## config.mk

```make
export PLATFORM = sky130hd
export DESIGN_NAME = controlador_display_flat
export DESIGN_NICKNAME = d
export VERILOG_FILES = /design/src/rtl/display_pkg.sv /design/src/rtl/controlador_display_if.sv /design/src/rtl/display7segmentos.sv /design/src/rtl/controlador_display.sv /design/src/flat_wrapper.sv
export SDC_FILE = /design/constraint.sdc
export NUM_CORES = 1
export LEC_CHECK = 0
export CORE_UTILIZATION = 50
export DETAILED_ROUTE_END_ITERATION = 6
export MAX_ROUTING_LAYER = met4
export PLACE_DENSITY_LB_ADDON = 0.08
export SETUP_SLACK_MARGIN = 0.05
export SLEW_MARGIN = 20
export SYNTH_ARGS = -nofsm -noshare
export SYNTH_HDL_FRONTEND = slang
export SYNTH_SLANG_ARGS = --single-unit
```

## constraint.sdc

```tcl
create_clock -name clk -period 3.1 [get_ports clk]
set_clock_uncertainty 0.05 [all_clocks]
set_input_delay 0.31 -clock clk [delete_from_list [all_inputs] [get_ports clk]]
set_output_delay 0.31 -clock clk [all_outputs]
set_load 0.05 [all_outputs]
```

## src/rtl/display_pkg.sv

```systemverilog
// display_pkg: shared scan-controller types and constants
//  estado_t    APAGADO (dark, parked), GUARDA (anodes off), MOSTRAR (one anode lit)
//  SEG_APAGADO all segments off (active-low)
//  ANODO_OFF   all anodes off (active-low), sliced to N_DIGITOS by users
package display_pkg;
  typedef enum logic [1:0] {APAGADO, GUARDA, MOSTRAR} estado_t;
  localparam logic [6:0] SEG_APAGADO = 7'h7F;
  localparam logic [7:0] ANODO_OFF = 8'hFF;
endpackage

```

## src/rtl/controlador_display_if.sv

```systemverilog
// controlador_display_if: bus between set/timekeeping logic and the display scanner
//  master: drives habilitar, digitos, parpadeo_mask, punto_mask; reads the pin outputs
//  slave:  the scanner; drives anodo, segmento, dp, inicio_trama
interface controlador_display_if #(parameter int N_DIGITOS = 6);
  logic habilitar;
  logic [4*N_DIGITOS-1:0] digitos;
  logic [N_DIGITOS-1:0] parpadeo_mask;
  logic [N_DIGITOS-1:0] punto_mask;
  logic [N_DIGITOS-1:0] anodo;
  logic [6:0] segmento;
  logic dp;
  logic inicio_trama;
  modport master(output habilitar, digitos, parpadeo_mask, punto_mask,
                 input anodo, segmento, dp, inicio_trama);
  modport slave(input habilitar, digitos, parpadeo_mask, punto_mask,
                output anodo, segmento, dp, inicio_trama);
endinterface

```

## src/rtl/display7segmentos.sv

```systemverilog
// display7segmentos: BCD to common-anode 7-segment decoder, {G..A} active-low
//  digito   in  4  BCD value; 10..15 blank the digit
//  segmento out 7  segment drive
module display7segmentos
  import display_pkg::*;
(
  input  logic [3:0] digito,
  output logic [6:0] segmento
);
  always_comb begin
    case (digito)
      4'd0: segmento = 7'h40;
      4'd1: segmento = 7'h79;
      4'd2: segmento = 7'h24;
      4'd3: segmento = 7'h30;
      4'd4: segmento = 7'h19;
      4'd5: segmento = 7'h12;
      4'd6: segmento = 7'h02;
      4'd7: segmento = 7'h78;
      4'd8: segmento = 7'h00;
      4'd9: segmento = 7'h10;
      default: segmento = SEG_APAGADO;
    endcase
  end
endmodule

```

## src/rtl/controlador_display.sv

```systemverilog
// controlador_display: time-multiplexed scanner for a common-anode 7-segment bank
//  clk, rst_n  clock and asynchronous active-low reset
//  bus (slave) habilitar/digitos/parpadeo_mask/punto_mask in; anodo/segmento/dp/inicio_trama out
module controlador_display
  import display_pkg::*;
#(
  parameter int N_DIGITOS = 6,
  parameter int CICLOS_POR_DIGITO = 50000,
  parameter int GUARDA_CICLOS = 500,
  parameter int CICLOS_PARPADEO = 12500000
) (
  input logic clk,
  input logic rst_n,
  controlador_display_if.slave bus
);
  localparam int CW = $clog2(CICLOS_POR_DIGITO);
  localparam int IW = N_DIGITOS > 1 ? $clog2(N_DIGITOS) : 1;
  localparam int BW = $clog2(CICLOS_PARPADEO);
  if (N_DIGITOS < 1 || N_DIGITOS > 8 || GUARDA_CICLOS < 1 || GUARDA_CICLOS >= CICLOS_POR_DIGITO) begin : g_param_err
    $error("controlador_display: illegal parameters");
  end
  estado_t est, est_n;
  logic [CW-1:0] cnt, cnt_n;
  logic [IW-1:0] idx, idx_n;
  logic [BW-1:0] bl;
  logic fase, fase_n;
  logic [4*N_DIGITOS-1:0] snap, snap_n;
  logic [N_DIGITOS-1:0] psnap, psnap_n;
  logic [3:0] sel;
  logic entra_guarda, trama_n;
  always_comb begin
    est_n = est;
    cnt_n = cnt + 1'b1;
    idx_n = idx;
    if (!bus.habilitar) begin
      est_n = APAGADO;
      cnt_n = '0;
      idx_n = '0;
    end else begin
      case (est)
        APAGADO: begin
          est_n = GUARDA;
          cnt_n = '0;
          idx_n = '0;
        end
        GUARDA: est_n = cnt == CW'(GUARDA_CICLOS - 1) ? MOSTRAR : GUARDA;
        default: if (cnt == CW'(CICLOS_POR_DIGITO - 1)) begin
          est_n = GUARDA;
          cnt_n = '0;
          idx_n = idx == IW'(N_DIGITOS - 1) ? '0 : idx + 1'b1;
        end
      endcase
    end
    entra_guarda = est_n == GUARDA && est != GUARDA;
    trama_n = entra_guarda && idx_n == '0;
    // inputs are frozen at frame start so a frame never mixes old and new digits
    snap_n = trama_n ? bus.digitos : snap;
    psnap_n = trama_n ? bus.punto_mask : psnap;
    fase_n = bl == BW'(CICLOS_PARPADEO - 1) ? ~fase : fase;
  end
  // outputs are registered from next-state values so the pins line up with the FSM state
  always_ff @(posedge clk or negedge rst_n) begin
    if (!rst_n) begin
      est <= APAGADO;
      cnt <= '0;
      idx <= '0;
      bl <= '0;
      fase <= 1'b0;
      snap <= '0;
      psnap <= '0;
      sel <= '0;
      bus.anodo <= ANODO_OFF[N_DIGITOS-1:0];
      bus.dp <= 1'b1;
      bus.inicio_trama <= 1'b0;
    end else begin
      est <= est_n;
      cnt <= cnt_n;
      idx <= idx_n;
      bl <= bl == BW'(CICLOS_PARPADEO - 1) ? '0 : bl + 1'b1;
      fase <= fase_n;
      snap <= snap_n;
      psnap <= psnap_n;
      sel <= entra_guarda ? snap_n[idx_n*4 +: 4] : sel;
      bus.anodo <= est_n == MOSTRAR && !(fase_n && bus.parpadeo_mask[idx_n])
                   ? ~(N_DIGITOS'(1) << idx_n) : ANODO_OFF[N_DIGITOS-1:0];
      bus.dp <= ~(est_n == MOSTRAR && psnap_n[idx_n]);
      bus.inicio_trama <= trama_n;
    end
  end
  display7segmentos u_dec (.digito(sel), .segmento(bus.segmento));
endmodule

```

## src/flat_wrapper.sv

```systemverilog
// flat-port wrapper written by rule: the top's interface ports become plain ports
module controlador_display_flat import display_pkg::*;
#(
  parameter int N_DIGITOS = 6,
  parameter int CICLOS_POR_DIGITO = 50000,
  parameter int GUARDA_CICLOS = 500,
  parameter int CICLOS_PARPADEO = 12500000
)
  (clk, rst_n, bus_habilitar, bus_digitos, bus_parpadeo_mask, bus_punto_mask, bus_anodo, bus_segmento, bus_dp, bus_inicio_trama);
  controlador_display_if #(.N_DIGITOS(N_DIGITOS)) bus_i ();
  input logic clk;
  input logic rst_n;
  input wire logic [$bits(bus_i.habilitar)-1:0] bus_habilitar;
  input wire logic [$bits(bus_i.digitos)-1:0] bus_digitos;
  input wire logic [$bits(bus_i.parpadeo_mask)-1:0] bus_parpadeo_mask;
  input wire logic [$bits(bus_i.punto_mask)-1:0] bus_punto_mask;
  output wire logic [$bits(bus_i.anodo)-1:0] bus_anodo;
  output wire logic [$bits(bus_i.segmento)-1:0] bus_segmento;
  output wire logic [$bits(bus_i.dp)-1:0] bus_dp;
  output wire logic [$bits(bus_i.inicio_trama)-1:0] bus_inicio_trama;
  assign bus_i.habilitar = bus_habilitar;
  assign bus_i.digitos = bus_digitos;
  assign bus_i.parpadeo_mask = bus_parpadeo_mask;
  assign bus_i.punto_mask = bus_punto_mask;
  assign bus_anodo = bus_i.anodo;
  assign bus_segmento = bus_i.segmento;
  assign bus_dp = bus_i.dp;
  assign bus_inicio_trama = bus_i.inicio_trama;
  controlador_display #(.N_DIGITOS(N_DIGITOS), .CICLOS_POR_DIGITO(CICLOS_POR_DIGITO), .GUARDA_CICLOS(GUARDA_CICLOS), .CICLOS_PARPADEO(CICLOS_PARPADEO)) u_core (.clk(clk), .rst_n(rst_n), .bus(bus_i));
endmodule
```

==> key figures, run 1 <==
Outcome
  • Outcome: completed

STA
  • Period utilization: 0.9187
  • Measured slew at the worst slew-check pin: 0.7639 ns
  • Final slew viol count: 0
  • Peak Freq: 0.3511 GHz
  • Relative slew slack: 0.4864
  • Hold_ws: 0.4379 ns
  • Worst setup margin: 0.2521 ns
  • RSZ-0062 raised after global routing: false
  • Final setup vio count: 0
  • Total negative slack: 0 ns
  • Final hold vios: 0
  • Tmin final: 2.848 ns

Worst setup path
  • Worst EP required: 3.30 ns
  • Worst path buffer plus inverter count: 2
  • Crit Path Class: register to register
  • Critical R2R Launch: u_core.cnt[12]
  • Worst Reg-to-Reg Cells: 9
  • Worst path max stage delay: 0.53 ns
  • Worst r2r dst: u_core.sel[1]
  • Most used cell, CP: buf_4
  • WP data arrival: 3.05 ns
  • CP delay by family, top: simple AND/OR/NAND/NOR gates
  • Critical Path Source Type: register
  • Crit-path cells: or4_4 > nor4_4 > buf_4 > o21ai_0 > o31ai_1 > buf_4 > nor2b_2 > a32oi_1 > a221oi_1
  • Slowest cell on the critical path: or4_4
  • R2r setup slk: 0.25 ns
  • Worst Path Max Fanout: 7
  • Crit path capture type: register

Drt
  • DRT Pass-1 Iters: 4
  • DRC: 0
  • Via count: 3108
  • Via density: 5.481
  • Wirelength per Cell: 14.99 um
  • DRT Wirelength: 8498 um
  • Detail Route Antenna Nets: 0
  • Iteration-0 DRC Markers: 160

Placement
  • RD Place Congestion: 0.8511
  • Cells after DPL: 549
  • Hpwl dp: 5992 um
  • # port buffers: 53
  • Cell area after placement: 0.004848 mm2
  • Pre-CTS setup slack: 0.09052 ns

Clocking
  • Clock sinks: 85
  • H-tree depth: 3
  • Clock Latency Late Sink: 0.36 ns
  • Worst-path clk slew: 0.09 ns
  • Root Driver: clkbuf_8
  • CTS tree: built
  • Clock Tree Buf Depth: 2
  • TritonCTS buffer count: 9

Synthesis
  • Share of the synthesized area in the top cell type: 0.4740
  • FF+latch count, synth: 85
  • List of most frequent post-synthesis cells: dfrtp_1, nor2_1, nand2_1
  • Post-synth EDFFs: 0
  • Cells after synthesis: 389
  • Synth area leaders: dfrtp_1, mux2_2, dfstp_2, nor2_1, xor2_1
  • Net Count, Synth: 435
  • Synth async-reset ratio: 1.000
  • Synth area leader: dfrtp_1
  • Post-synthesis sequential area ratio: 0.5187
  • Most common cell in the netlist: dfrtp_1
  • Ys flop type: dfrtp_1
  • Synth warn: 0
  • Synth cell types: 47
  • Mapped Area: 0.004118 mm2
  • Syn Area/Cell: 10.59 um2

GRT
  • Total gr overflow: 0
  • Vias in the first global route: 2927
  • First-pass GRT wire length: 14630 um
  • Largest net degree at the start of global routing: 86
  • Gr usage total: 0.2272
  • Initial antenna violation count: 0

Final layout
  • N_diodes: 0
  • Non-Filler Instances: 567
  • Final Net Count: 506
  • Finished Cell Area: 0.005076 mm2
  • Layout cells sized above 1: 0.1828
  • Finished Core Util: 0.6468
  • Fillers: 666
  • Synth-to-layout area growth: 23.28%

Die
  • Starting Density: 0.5247
  • Core area: 0.007848 mm2
  • Die X: 92.75 um
  • Die area: 0.008603 mm2
  • Die Ht: 92.75 um
  • Num rows: 32
  • I/O pin cnt: 54

Power and ir drop
  • Pint: 1.656 mW
  • Pwr Density: 453.5 mW/mm2
  • Clock Power Share: 0.316
  • Logic pwr share: 0.157
  • Total power: 2.302 mW
  • Net Sw Power: 0.6461 mW
  • Leakage: 2.152 nW
  • Peak supply drop: 0.2851 mV
  • Switching Fraction: 0.2806
  • Seq pwr share: 0.528

Worst hold path
  • Hold_sp: u_core.bl[4]
  • Hold Path Sink: u_core.bl[4]
  • Hold WC Path Type: register to register
  • Hold Crit Depth: 1

Job
  • Max Cap Viol: 0
[cells in the final DEF (no fill, tap or decap), types with 12 or more instances in the layout]
master and count:
dfrtp_1 78, clkdlybuf4s50_1 52, nor2_1 47, nand2_1 37, mux2_2 23, buf_4 20, xor2_1 18, o21ai_0 17
xnor2_1 16, nand3_1 14, inv_1 12, a21oi_1 12
[sequential cells by signal (all words and copies together) (netlist names)]
name	cells
u_core.cnt	16
u_core.bus.anodo	6
u_core.bl	24
u_core.psnap	6
u_core.sel	4
u_core.idx	3
u_core.fase	1
u_core.bus.dp	1
u_core.snap	21
u_core.est	2
u_core.bus.inicio_trama	1
[layer usage]
| layer | GRT usage | wire length, um | vias up |
|---|---|---|---|
| met5 | - | 0 | - |
| met4 | 0.06154 | 98 | 0 |
| met3 | 0.05665 | 302 | 6 |
| met2 | 0.3160 | 3747 | 64 |
| met1 | 0.3310 | 4349 | 1532 |
| li1 | - | - | 1506 |
[kinds of logic after synthesis]
kind of cell    synth area share
mux                      0.09359
simple gates              0.1771
buf+inv                  0.02735
fa+ha+maj                0.02127
flops                     0.5187
xor+xnor                 0.07232
compound gates           0.08964
[worst max-delay path by stage]
| stage | startpoint | cells after the start | endpoint |
|---|---|---|---|
| after floorplan | u_core.cnt[10] | 9 | u_core.psnap[4] |
| after global placement | u_core.cnt[4] | 7 | u_core.snap[4] |
| after detailed placement | u_core.cnt[4] | 10 | u_core.bus.anodo[3] |
| after CTS | u_core.cnt[4] | 10 | u_core.bus.anodo[3] |
| after global routing | u_core.cnt[12] | 9 | u_core.sel[2] |
| final | u_core.cnt[12] | 9 | u_core.sel[1] |
[power by group through the flow]
| stage | registers [mW] | logic [mW] | clock network, mW |
|---|---|---|---|
| after detailed placement | 1.24 | 0.358 | 0 |
| final | 1.21 | 0.360 | 0.727 |
| after global placement | 1.23 | 0.352 | 0 |
| after CTS | 1.21 | 0.359 | 0.753 |
| after floorplan | 1.22 | 0.222 | 0 |
| after global routing | 1.23 | 0.392 | 0.800 |
[layout make-up]
class	count	area [um2]	area share
clock buffers	10	137.6	0.02711
clock inverters	6	46.29	0.009120
inverters	12	45.04	0.008874
multi-input cells	278	1892	0.3727
flip-flops and latches	85	2136	0.4208
well taps	102	127.6	0.02514
repair buffers	74	691.9	0.1363
[repair_timing]
item                                    in CTS  in global routing
gates resized for setup                      0                  7
endpoints found under the setup margin       0                 13
setup buffers                                0                  1
endpoints found under the hold margin        0                 12
hold buffers                                 0                  1
No activity file was read; power rests on OpenSTA's default activity.
==> inputs of run 2 (changes only) <==
--- a/config.mk
+++ b/config.mk
@@ -5,8 +5,9 @@
 export SDC_FILE = /design/constraint.sdc
 export NUM_CORES = 1
 export LEC_CHECK = 0
-export CORE_UTILIZATION = 50
+export CORE_UTILIZATION = 57
 export DETAILED_ROUTE_END_ITERATION = 6
+export DONT_BUFFER_PORTS = 1
 export MAX_ROUTING_LAYER = met4
 export PLACE_DENSITY_LB_ADDON = 0.08
 export SETUP_SLACK_MARGIN = 0.05
==> run 2 against run 1 <==
  * Critical path depth is 1 higher
  * Worst hold slack worse by 0.39 ns
  * Non-clock buffer count is 54 lower
  * Largest cell class unchanged
  * Sequential power hardly changed
  * Critical path type unchanged
  * Global-route usage is 0.90 points higher
  * Largest power group unchanged
  * Wire length is 7.1% lower
  * Sequential share of layout area is 4.4 points higher
  * Critical endpoint is now u_core.sel[0]
  * Via count is 9.1% lower
  * Setup slack worse by 0.094 ns
  * Fmax is 3.2% lower
==> key figures, run 2 (synthesized netlist as in run 1, its figures left out) <==
Final layout
  • Non-Filler Instances: 507 (was 567)
  • Final Net Count: 452 (was 506)
  • Max FFs per register: 24 (unchanged)
  • Most common cell after layout, fill and taps aside: dfrtp_1 (unchanged)
  • Regs by FF count: u_core.bl x24, u_core.snap x21, u_core.cnt x16 (unchanged)
  • Highest-count cells in the layout ignoring fill and taps: dfrtp_1, nor2_1, nand2_1 (was dfrtp_1, clkdlybuf4s50_1, nor2_1)
  • Synth-to-layout area growth: 11.52% (was 23.28%)
  • N_diodes: 0 (unchanged)
  • Biggest register: u_core.bl (unchanged)
  • Fillers: 527 (was 666)
  • Layout cells sized above 1: 0.1922 (was 0.1828)

STA
  • Final hold vios: 0 (unchanged)
  • Peak Freq: 0.3399 GHz (was 0.3511 GHz)
  • RSZ-0062 raised after global routing: false (unchanged)
  • Measured slew at the worst slew-check pin: 0.9480 ns (was 0.7639 ns)
  • Relative slew slack: 0.3638 (was 0.4864)
  • Total negative slack: 0 ns (unchanged)
  • Tmin final: 2.942 ns (was 2.848 ns)
  • Period utilization: 0.9491 (was 0.9187)
  • Final slew viol count: 0 (unchanged)
  • Final setup vio count: 0 (unchanged)

Worst setup path
  • Worst Reg-to-Reg Cells: 10 (was 9)
  • WP data arrival: 3.11 ns (was 3.05 ns)
  • Worst EP required: 3.27 ns (was 3.30 ns)
  • Critical Path Source Type: register (unchanged)
  • Crit Path Class: register to register (unchanged)
  • R2r setup slk: 0.16 ns (was 0.25 ns)
  • Worst Path Max Fanout: 10 (was 7)
  • Crit path capture type: register (unchanged)

Drt
  • Top routing layer in use: met4 (unchanged)
  • Via density: 5.570 (was 5.481)
  • WL met3: 397 um (was 302 um)
  • WL met1: 3783 um (was 4349 um)
  • Met2 WL post-DR: 3597 um (was 3747 um)
  • Detail Route Antenna Nets: 0 (unchanged)
  • DRT Pass-1 Iters: 4 (unchanged)
  • Via count: 2824 (was 3108)
  • Iteration-0 DRC Markers: 185 (was 160)
  • DRC: 0 (unchanged)
  • DRT Wirelength: 7894 um (was 8498 um)
  • Wirelength per Cell: 15.57 um (was 14.99 um)

Job
  • Max Cap Viol: 0 (unchanged)

Die
  • I/O pin cnt: 54 (unchanged)
  • Die Ht: 87.00 um (was 92.75 um)
  • Die X: 87.00 um (was 92.75 um)
  • Core area: 0.006869 mm2 (was 0.007848 mm2)
  • Num rows: 30 (was 32)
  • Starting Density: 0.5995 (was 0.5247)
  • Die area: 0.007568 mm2 (was 0.008603 mm2)

Outcome
  • Outcome: completed (unchanged)

Power and ir drop
  • Peak supply drop: 0.3263 mV (was 0.2851 mV)
  • Pwr Density: 517.8 mW/mm2 (was 453.5 mW/mm2)
  • Leakage: 1.957 nW (was 2.152 nW)

GRT
  • Vias in the first global route: 2612 (was 2927)
  • Initial antenna violation count: 0 (unchanged)
  • Gr usage total: 0.2363 (was 0.2272)
  • Total gr overflow: 0 (unchanged)
  • First-pass GRT wire length: 13000 um (was 14630 um)
  • Largest net degree at the start of global routing: 86 (unchanged)

Clocking
  • Root Driver: clkbuf_8 (unchanged)
  • Clock Latency Late Sink: 0.36 ns (about the same)
  • Clock Tree Buf Depth: 2 (unchanged)
  • Worst-path clk slew: 0.09 ns (about the same)
  • CTS tree: built (unchanged)
  • TritonCTS buffer count: 9 (unchanged)
  • H-tree depth: 3 (unchanged)
  • Clock sinks: 85 (unchanged)

Placement
  • # port buffers: 0 (was 53)
  • RD Place Congestion: 0.7990 (was 0.8511)
  • Hpwl dp: 5455 um (was 5992 um)
  • Cells after DPL: 488 (was 549)

Worst hold path
  • Hold Crit Depth: 2 (was 1)
  • Hold WC Path Type: primary input to register (was register to register)
[run 2: through the flow]
stage | area, um2 | setup WS (ns) | power [mW] | util | hold WS, ns
3_3_place_gp | 4298 | 0.2425 | 1.482 | 0.6257 | -0.03298
6_report | 4592 | 0.1578 | 2.378 | 0.6685 | 0.04652
4_1_cts | 4563 | 0.1583 | 2.405 | 0.6643 | 0.03472
3_5_place_dp | 4298 | 0.1713 | 1.492 | 0.6257 | -0.03240
5_1_grt | 4592 | 0.03817 | 2.484 | 0.6685 | 0.01955
2_1_floorplan | 4118 | 0.1893 | 1.441 | - | -0.03559
[run 2: critical path, cell delays in order (launching register included)]
cell and delay, ns:
dfrtp_1 0.40, or4b_4 0.57, nor4_4 0.28, buf_4 0.19, nor3_1 0.06, a31oi_2 0.17
and3_1 0.21, buf_6 0.16, mux2_2 0.37, a221oi_2 0.23, a221oi_1 0.12
[run 2: power by group]
part / internal [mW] / switching [mW]
Sequential: 1.17 / 0.0437
Clock: 0.465 / 0.415
Combinational: 0.103 / 0.180
[run 2: final cells by class]
cell class	instances	area (um2)	share of cell area
multi-input combinational	278	1883	0.4101
inverter	12	45.04	0.009809
clock buffer	9	123.9	0.02698
sequential	85	2136	0.4651
tap	96	120.1	0.02616
timing repair buffer	20	180.2	0.03924
clock inverter	7	103.9	0.02262
[run 2: path summary, 6_finish.rpt]
path / end / start
max: u_core.sel[0] / u_core.cnt[4]
min: u_core.psnap[1] / bus_punto_mask[1]
max reg2reg: u_core.sel[0] / u_core.cnt[4]
min reg2reg: u_core.cnt[0] / u_core.cnt[0]
max in group asynchronous: u_core.bus.dp / rst_n
min in group asynchronous: u_core.bl[18] / rst_n
[run 2: repair_timing]
| action | in CTS | in global routing |
|---|---|---|
| setup endpoints to repair | 0 | 5 |
| buffers inserted | 0 | 1 |
| gates resized for setup | 0 | 4 |
| hold buffers | 2 | 0 |
| hold endpoints to repair | 85 | 0 |
[run 2: layer usage]
layer  up-vias  GRT usage
li1       1399          -
met1      1353     0.3272
met2        59     0.3321
met3        13    0.07109
met4         0    0.07879
met5         -          -
==> RTL edit: new RTL, config.mk and constraints of run 2 <==
`N_DIGITOS` is set to 6 in 3 places; all go to 7.
--- a/src/rtl/controlador_display_if.sv
+++ b/src/rtl/controlador_display_if.sv
@@ -1,7 +1,7 @@
 // controlador_display_if: bus between set/timekeeping logic and the display scanner
 //  master: drives habilitar, digitos, parpadeo_mask, punto_mask; reads the pin outputs
 //  slave:  the scanner; drives anodo, segmento, dp, inicio_trama
-interface controlador_display_if #(parameter int N_DIGITOS = 6);
+interface controlador_display_if #(parameter int N_DIGITOS = 7);
   logic habilitar;
   logic [4*N_DIGITOS-1:0] digitos;
   logic [N_DIGITOS-1:0] parpadeo_mask;
--- a/src/rtl/controlador_display.sv
+++ b/src/rtl/controlador_display.sv
@@ -4,7 +4,7 @@
 module controlador_display
   import display_pkg::*;
 #(
-  parameter int N_DIGITOS = 6,
+  parameter int N_DIGITOS = 7,
   parameter int CICLOS_POR_DIGITO = 50000,
   parameter int GUARDA_CICLOS = 500,
   parameter int CICLOS_PARPADEO = 12500000
--- a/src/flat_wrapper.sv
+++ b/src/flat_wrapper.sv
@@ -1,7 +1,7 @@
 // flat-port wrapper written by rule: the top's interface ports become plain ports
 module controlador_display_flat import display_pkg::*;
 #(
-  parameter int N_DIGITOS = 6,
+  parameter int N_DIGITOS = 7,
   parameter int CICLOS_POR_DIGITO = 50000,
   parameter int GUARDA_CICLOS = 500,
   parameter int CICLOS_PARPADEO = 12500000
Interface: changed (resized bus_anodo, bus_digitos, bus_parpadeo_mask and bus_punto_mask); port bits go from 54 to 61. The function was not compared with the original's and may differ.
==> RTL edit against run 2 <==
Cell count rose by 15%; power is 9.7% higher; setup slack got worse by 50 ps; final area grew 15%; utilization down 0.13 points; routed wire length grew 29%; sequential cell count is 8 higher; area after synthesis up 15%; largest cell class unchanged.
==> RTL edit: results (changes against run 2) <==
CTS
  – CTS Hold Bufs: 5 (was 2)

Power
  – Psw: 0.714 mW (was 0.639 mW)
  – Clk power: 0.926 mW (was 0.880 mW)
  – Int Pwr: 1.89 mW (was 1.74 mW)

Synthesis
  – Post-Syn Nets: 506 (was 435)
  – Synth Area in Compound Gates: 10.4% (was 8.96%)
  – Register area share after synthesis: 49.4% (was 51.9%)
  – Post-synth cell types: 64 (was 47)
  – Top cells by count, synth: dfrtp_1 (85), nand2_1 (62), nor2_1 (47) (was dfrtp_1 (78), nor2_1 (47), nand2_1 (37))
  – Multiplexer share of the synthesized area: 8.65% (was 9.36%)
  – Syn Area/Cell: 10.4 um^2 (was 10.6 um^2)
  – Synth top area cells: dfrtp_1 (45%), mux2_2 (5.0%), nand2_1 (4.9%), dfstp_2 (4.4%), nor2_1 (3.7%) (was dfrtp_1 (47%), mux2_2 (6.3%), dfstp_2 (4.5%), nor2_1 (4.3%), xor2_1 (3.8%))

Place
  – GPL Wtd Cong: 0.835 (was 0.799)
  – Final HPWL DP: 6920 um (was 5460 um)
  – Cell Area, Placed: 0.00488 mm^2 (was 0.00430 mm^2)

Worst setup path
  – CP max-delay cell: or4_1 (was or4b_4)
  – Crit path max fanout: 6 (was 10)
  – Worst EP arrival: 3170 ps (was 3110 ps)

Route
  – Met2 WL: 4770 um (was 3600 um)
  – Metal1 wirelength: 4560 um (was 3780 um)
  – WL met3: 493 um (was 397 um)

Layout
  – Layout Nets: 528 (was 452)
  – Largest registers: u_core.snap x27, u_core.bl x24, u_core.cnt x16 (was u_core.bl x24, u_core.snap x21, u_core.cnt x16)
  – Share of cells above drive strength 1: 19.5% (was 19.2%)

GRT
  – Number of global-route vias before repair: 3,595 (was 2,612)
  – GR Layer Usage met1: 33.4% (was 32.7%)
  – Met3 Use GR: 4.39% (was 7.11%)
  – Largest net degree at the start of global routing: 94 (was 86)
  – Total track usage: 26.2% (was 23.6%)
  – Global-route wire length before repair: 17,100 um (was 13,000 um)

Outcome
  – Status: completed (unchanged)

Timing
  – Final WS setup: 108 ps (was 158 ps)
RTL edit: worst paths after layout:
kind | start | end | cells past startpoint
setup / recovery | u_core.cnt[10] | u_core.sel[1] | 9
hold / removal | bus_punto_mask[2] | u_core.psnap[2] | 2
setup reg to reg | u_core.cnt[10] | u_core.sel[1] | 9
hold reg to reg | u_core.bl[4] | u_core.bl[4] | 1
max in group asynchronous | rst_n | u_core.bus.dp | 2
min in group asynchronous | rst_n | u_core.bl[4] | 2
RTL edit: layout make-up:
| type | count | area (um^2) |
|---|---|---|
| Clock buffer | 10 | 138 |
| Multi-Input combinational cell | 328 | 2260 |
| Fill cell | 618 | 2630 |
| Inverter | 17 | 63.8 |
| Tap cell | 102 | 128 |
| Timing Repair Buffer | 27 | 245 |
| Clock inverter | 6 | 93.8 |
| Sequential cell | 93 | 2340 |
